$ cat config.mk
export PLATFORM = sky130hd
export DESIGN_NAME = load_store_unit
export DESIGN_NICKNAME = d
export VERILOG_FILES = /design/src/rtl/load_store_unit.sv
export SDC_FILE = /design/constraint.sdc
export NUM_CORES = 1
export LEC_CHECK = 0
export CAP_MARGIN = 20
export CORE_ASPECT_RATIO = 0.5
export CORE_MARGIN = 2
export CORE_UTILIZATION = 46
export CTS_BUF_LIST = sky130_fd_sc_hd__clkbuf_8 sky130_fd_sc_hd__clkbuf_16
export CTS_CLUSTER_SIZE = 16
export DETAILED_ROUTE_END_ITERATION = 6
export GPL_TIMING_DRIVEN = 0
export PLACE_DENSITY = 0.81
export SETUP_SLACK_MARGIN = 0.02
export SLEW_MARGIN = 30
export SYNTH_ARGS = -nofsm -noshare
export SYNTH_HDL_FRONTEND = slang
export SYNTH_SLANG_ARGS = --single-unit
$ cat constraint.sdc
create_clock -name clk -period 3.9 [get_ports clk]
set_input_delay 0.975 -clock clk [delete_from_list [all_inputs] [get_ports clk]]
set_output_delay 0.975 -clock clk [all_outputs]
set_load 0.02 [all_outputs]
$ cat src/rtl/load_store_unit.sv
// load_store_unit: data-memory access stage between execute and write-back.
// Runs one Wishbone pipelined cycle per load/store, steers bytes onto the
// correct lanes, extends load results and reports misalignment or timeout.
module load_store_unit #(
    parameter int TIMEOUT = 255
) (
    input  logic        clk,
    input  logic        reset,
    input  logic        i_start,
    input  logic        i_we,
    input  logic [1:0]  i_width,
    input  logic        i_signed,
    input  logic [31:0] i_addr,
    input  logic [31:0] i_data,
    input  logic [3:0]  i_reg_idx,
    output logic        o_busy,
    output logic        o_done,
    output logic        o_error,
    output logic        o_reg_we,
    output logic [3:0]  o_reg_idx,
    output logic [31:0] o_load_data,
    output logic [31:0] o_wb_addr,
    output logic [31:0] o_wb_data,
    output logic        o_wb_we,
    output logic [3:0]  o_wb_sel,
    output logic        o_wb_cyc,
    output logic        o_wb_stb,
    input  logic [31:0] i_wb_data,
    input  logic        i_wb_ack,
    input  logic        i_wb_stall
);

    typedef enum logic [1:0] {
        IDLE = 2'd0,
        REQ  = 2'd1,
        WAIT = 2'd2,
        DONE = 2'd3
    } state_t;

    localparam logic [15:0] TMO_LAST = 16'(TIMEOUT - 1);

    state_t      state, state_nxt;
    logic [15:0] tmo_cnt;
    logic        tmo_hit;
    logic        req_bad;
    logic        on_bus;
    logic        we_q;
    logic        signed_q;
    logic [1:0]  width_q;
    logic [1:0]  lane_q;
    logic        done_nxt;
    logic        err_nxt;
    logic        rwe_nxt;

    // Byte-lane enables for a given access width and address offset.
    function automatic logic [3:0] lane_sel(input logic [1:0] width, input logic [1:0] lo);
        case (width)
            2'b00:   lane_sel = 4'b0001 << lo;
            2'b01:   lane_sel = lo[1] ? 4'b1100 : 4'b0011;
            default: lane_sel = 4'b1111;
        endcase
    endfunction

    // Store data replicated so the slave finds it on whichever lane is selected.
    function automatic logic [31:0] lane_data(input logic [1:0] width, input logic [31:0] d);
        case (width)
            2'b00:   lane_data = {4{d[7:0]}};
            2'b01:   lane_data = {2{d[15:0]}};
            default: lane_data = d;
        endcase
    endfunction

    // Move the addressed lane down to the LSBs and sign- or zero-extend it.
    function automatic logic [31:0] load_extend(input logic [1:0] width, input logic [1:0] lo,
                                                input logic sgn, input logic [31:0] d);
        logic [31:0] sh;
        logic [15:0] h;
        sh = d >> {lo, 3'b000};
        h  = lo[1] ? d[31:16] : d[15:0];
        case (width)
            2'b00:   load_extend = {{24{sgn & sh[7]}}, sh[7:0]};
            2'b01:   load_extend = {{16{sgn & h[15]}}, h};
            default: load_extend = d;
        endcase
    endfunction

    assign req_bad = (i_width == 2'b11) ||
                     (i_width == 2'b01 && i_addr[0]) ||
                     (i_width == 2'b10 && i_addr[1:0] != 2'b00);
    assign on_bus  = (state == REQ) || (state == WAIT);
    assign tmo_hit = (tmo_cnt == TMO_LAST);

    // State register.
    always_ff @(posedge clk or negedge reset) begin
        if (!reset) state <= IDLE;
        else        state <= state_nxt;
    end

    // Next-state logic; an ack always wins over a simultaneous timeout.
    always_comb begin
        state_nxt = state;
        case (state)
            IDLE: if (i_start) state_nxt = req_bad ? DONE : REQ;
            REQ: begin
                if (i_wb_ack || tmo_hit) state_nxt = DONE;
                else if (!i_wb_stall)    state_nxt = WAIT;
            end
            WAIT: if (i_wb_ack || tmo_hit) state_nxt = DONE;
            DONE: state_nxt = IDLE;
            default: state_nxt = IDLE;
        endcase
    end

    // Result flags for the cycle about to enter DONE.
    always_comb begin
        done_nxt = (state_nxt == DONE);
        err_nxt  = 1'b0;
        rwe_nxt  = 1'b0;
        if (state == IDLE && i_start && req_bad)
            err_nxt = 1'b1;
        if (on_bus && state_nxt == DONE) begin
            err_nxt = !i_wb_ack;
            rwe_nxt = i_wb_ack && !we_q;
        end
    end

    // Registered outputs, driven from the next state so they line up with it.
    always_ff @(posedge clk or negedge reset) begin
        if (!reset) begin
            o_busy      <= 1'b0;
            o_done      <= 1'b0;
            o_error     <= 1'b0;
            o_reg_we    <= 1'b0;
            o_wb_cyc    <= 1'b0;
            o_wb_stb    <= 1'b0;
            o_load_data <= 32'd0;
        end else begin
            o_busy   <= (state_nxt != IDLE);
            o_done   <= done_nxt;
            o_error  <= err_nxt;
            o_reg_we <= rwe_nxt;
            o_wb_cyc <= (state_nxt == REQ) || (state_nxt == WAIT);
            o_wb_stb <= (state_nxt == REQ);
            if (rwe_nxt)
                o_load_data <= load_extend(width_q, lane_q, signed_q, i_wb_data);
        end
    end

    // Timeout counter: zero while idle, so it starts from zero on REQ entry.
    always_ff @(posedge clk or negedge reset) begin
        if (!reset)          tmo_cnt <= 16'd0;
        else if (on_bus)     tmo_cnt <= tmo_cnt + 16'd1;
        else                 tmo_cnt <= 16'd0;
    end

    // Request capture; bus-side fields stay frozen for the whole cycle.
    always_ff @(posedge clk or negedge reset) begin
        if (!reset) begin
            we_q      <= 1'b0;
            signed_q  <= 1'b0;
            width_q   <= 2'b00;
            lane_q    <= 2'b00;
            o_reg_idx <= 4'd0;
            o_wb_addr <= 32'd0;
            o_wb_data <= 32'd0;
            o_wb_we   <= 1'b0;
            o_wb_sel  <= 4'd0;
        end else if (state == IDLE && i_start) begin
            we_q      <= i_we;
            signed_q  <= i_signed;
            width_q   <= i_width;
            lane_q    <= i_addr[1:0];
            o_reg_idx <= i_reg_idx;
            if (!req_bad) begin
                o_wb_addr <= {i_addr[31:2], 2'b00};
                o_wb_data <= lane_data(i_width, i_data);
                o_wb_we   <= i_we;
                o_wb_sel  <= lane_sel(i_width, i_addr[1:0]);
            end
        end
    end

endmodule
==> impl_metrics.py <==
metrics = {
    "outcome": {
        "status": "completed",
    },
    "worst_hold_path": {
        "hold_path_class": "reg2reg",
        "holdPathStages": 2,
        "hp-start": "o_wb_data[27]",
        "holdPathEnd": "o_wb_data[27]",
    },
    "logic_synthesis": {
        "synth_top_family_by_area": "multiplexers",
        "synthMuxAreaShare_pct": 16.0,
        "synth_compound_area_share_pct": 11.9,
        "synthXorXnorAreaFrac_pct": 1.25,
        "async_flop_share_pct": 100,
        "synthFlopType": "dfrtp_1",
        "yosys_warnings": 0,
        "synth_edf_count": 0,
        "synthSimpleGateAreaFrac_pct": 12.6,
        "netlist_area_mm2": 0.00630,
        "syn_area_per_cell_um2": 10.9,
        "synthAdderAreaFrac_pct": 1.79,
        "synth.yosys.seq_area_share_pct": 52.8,
        "synth_cell_type_count": 52,
        "ys_ff_latch": 133,
        "syn_inst": 577,
    },
    "critical_path": {
        "path_max_fanout": 10,
        "cp-start-kind": "input port",
        "crit-reg2reg-launch": "tmo_cnt[12]",
        "critPathArrivalTime_ps": 3910,
        "endpoint_kind": "flop",
        "worst-r2r-cell-count": 10,
        "crit_type": "in2reg",
        "r2r_slack_ps": 420,
        "required_ps": 4220,
        "timing.rr.end": "o_load_data[9]",
    },
    "clock_network": {
        "clockBufferDepth": 2,
        "cts_max_level": 4,
        "clkSlewWorstSetupHoldPaths_ps": 60,
        "clock-sinks": 133,
        "cts_made_buffers": 17,
        "post_cts_buffers": 0,
        "clkLatencyLatePin_ps": 420,
        "cts_tree": "yes",
        "cts_resized": 0,
        "cts-root-buf": "clkbuf_16",
        "cts_hold_buf": 0,
    },
    "drt": {
        "antenna_left": 0,
        "first_pass_iters": 5,
        "drtIter0Drc": 464,
        "routed_via_density": 5.42,
        "drc_errors": 0,
        "routed_wl_um": 17900,
        "post_drt_wl_per_cell_um": 17.9,
        "num_vias": 5427,
    },
    "cells_and_area": {
        "final_common_cell": "clkdlybuf4s50_1",
        "final_cell_mix": "clkdlybuf4s50_1 (213), dfrtp_1 (133), nand2_1 (63)",
        "ff_latch_area_mm2": 0.00333,
        "drive_above_1_share_pct": 13.8,
        "fill_cells": 988,
        "fin_area_mm2": 0.00925,
        "diodes": 0,
        "final_util_pct": 68.7,
        "synthToLayoutAreaGrowth_pct": 46.8,
        "nNetsFinal": 930,
        "multiInputGateArea_mm2": 0.00275,
    },
    "timing": {
        "relSlewSlack_pct": 57.7,
        "grt_setup_unrepaired": "false",
        "fin_worst_skew_ps": 13.5,
        "whs_ps": 474,
        "setup_viol": 0,
        "hold_viol_final": 0,
        "max_freq_ghz": 0.278,
        "drv_slew": 0,
        "tightest_slew_ps": 635,
        "finalCritPeriodShare_pct": 92.2,
        "period_minus_slack_ps": 3600,
        "setup_slack_ps": 304,
    },
    "floorplanning": {
        "die_x_um": 170,
        "placeableCoreArea_mm2": 0.0135,
        "dieArea_mm2": 0.0147,
        "ios": 220,
        "start_util_pct": 46.8,
        "rows": 30,
        "die_h_um": 86.8,
    },
    "global_routing": {
        "gr-total-overflow": 0,
        "grt_pass1_wl_um": 28300,
        "grt_pass1_vias": 5543,
        "antenna_found_initial": 0,
        "grt_util_all_layers_pct": 25.0,
        "grt_max_degree": 85,
    },
    "placement": {
        "placement.io_buffers": 214,
        "place_ws_ps": -80.5,
        "gp_congestion": 0.940,
        "dp_hpwl_um": 13100,
        "dpl_cell_area_mm2": 0.00870,
    },
    "power": {
        "power_frac_clock_pct": 20.4,
        "power_leakage_nw": 4.06,
        "ir_drop_mv": 0.370,
        "p_int_mw": 4.55,
        "p_per_area_mw_per_mm2": 794,
        "switching_share_pct": 38.1,
        "p_seq_share_pct": 31.6,
        "p_comb_share_pct": 48.0,
        "power_switching_mw": 2.80,
    },
    "flow_run": {
        "drv_cap": 0,
    },
}
[metal layers]
layer	wire, µm	global-route usage (%)
met5	0	0
met4	454	10.3
met3	1230	6.21
met2	8840	42.2
met1	7370	31.2
[cell usage after synthesis, types with 8 or more instances]
cell type  number  area share, %
mux2_2         50            8.9
o21ai_1         8           0.64
nand2_1        63            3.8
o21ai_0        28            2.2
mux2i_1        39            6.2
a21o_1          9            1.1
nand3_1        14            1.1
and3_1         10           0.99
a31oi_1         9           0.89
nor2_1         39            2.3
inv_1           9           0.54
ha_1            9            1.8
a21oi_1        33            2.6
clkbuf_1       15           0.89
buf_2          19            1.5
dfrtp_1       133             53
[state kept, by name, indices dropped and copies added, names as in the netlist]
register     flops
we_q             1
o_wb_we          1
signed_q         1
width_q          2
o_error          1
o_reg_idx        4
o_wb_stb         1
o_wb_data       32
o_busy           1
tmo_cnt         16
state            2
lane_q           2
o_wb_addr       30
o_load_data     32
o_wb_cyc         1
o_wb_sel         4
o_done           1
o_reg_we         1
[stage by stage]
stage	instances	power (mW)	setup TNS, ps
after global placement	968	5.76	-460430
after floorplan	578	4.21	0
after CTS	1001	7.39	0
after detailed placement	969	5.86	-546
final	1001	7.35	0
after global routing	1001	7.77	0
[power groups by stage]
stage,Combinational [mW],Clock [mW],Sequential (mW)
final,3.53,1.50,2.32
after global routing,3.78,1.59,2.40
after CTS,3.55,1.52,2.32
after detailed placement,3.52,0,2.34
after global placement,3.45,0,2.31
after floorplan,1.23,0,2.99
[final cells by class]
type / count / share of cell area, %
plain buffers: 39 / 2.10
clock buffers: 19 / 4.89
clock inverters: 13 / 1.08
inverters: 9 / 0.365
multi-input cells: 397 / 29.7
flip-flops and latches: 133 / 36.0
well taps: 176 / 2.38
repair buffers: 215 / 23.5
[critical path, cell delays in order]
cell and delay (ps):
clkdlybuf4s50_1 510, buf_2 300, o21ai_1 110, nand2_1 100, mux2_2 160, a22o_1 150, ha_1 200, nand4b_2 310
inv_1 270, buf_2 270, nand3_1 270, o211ai_1 270
[cell families after synthesis]
logic type,Yosys count
compound gates,120
xor+xnor,9
fa+ha+maj,9
buf+inv,48
flops,133
mux,92
other cells,1
simple gates,165
[worst max-delay path by stage]
stage | from | to | slack (ps) | depth (start not counted)
floorplan | i_width[0] | o_load_data[14] | 820 | 12
global placement | reset | o_wb_addr[15] | -3470 | 1
detailed placement | i_width[0] | o_load_data[13] | -80 | 12
CTS | i_width[0] | o_load_data[8] | 350 | 12
global route | i_width[0] | o_load_data[11] | 100 | 12
finish | i_width[0] | o_load_data[9] | 300 | 12
Power figures use the tool's default switching activity.
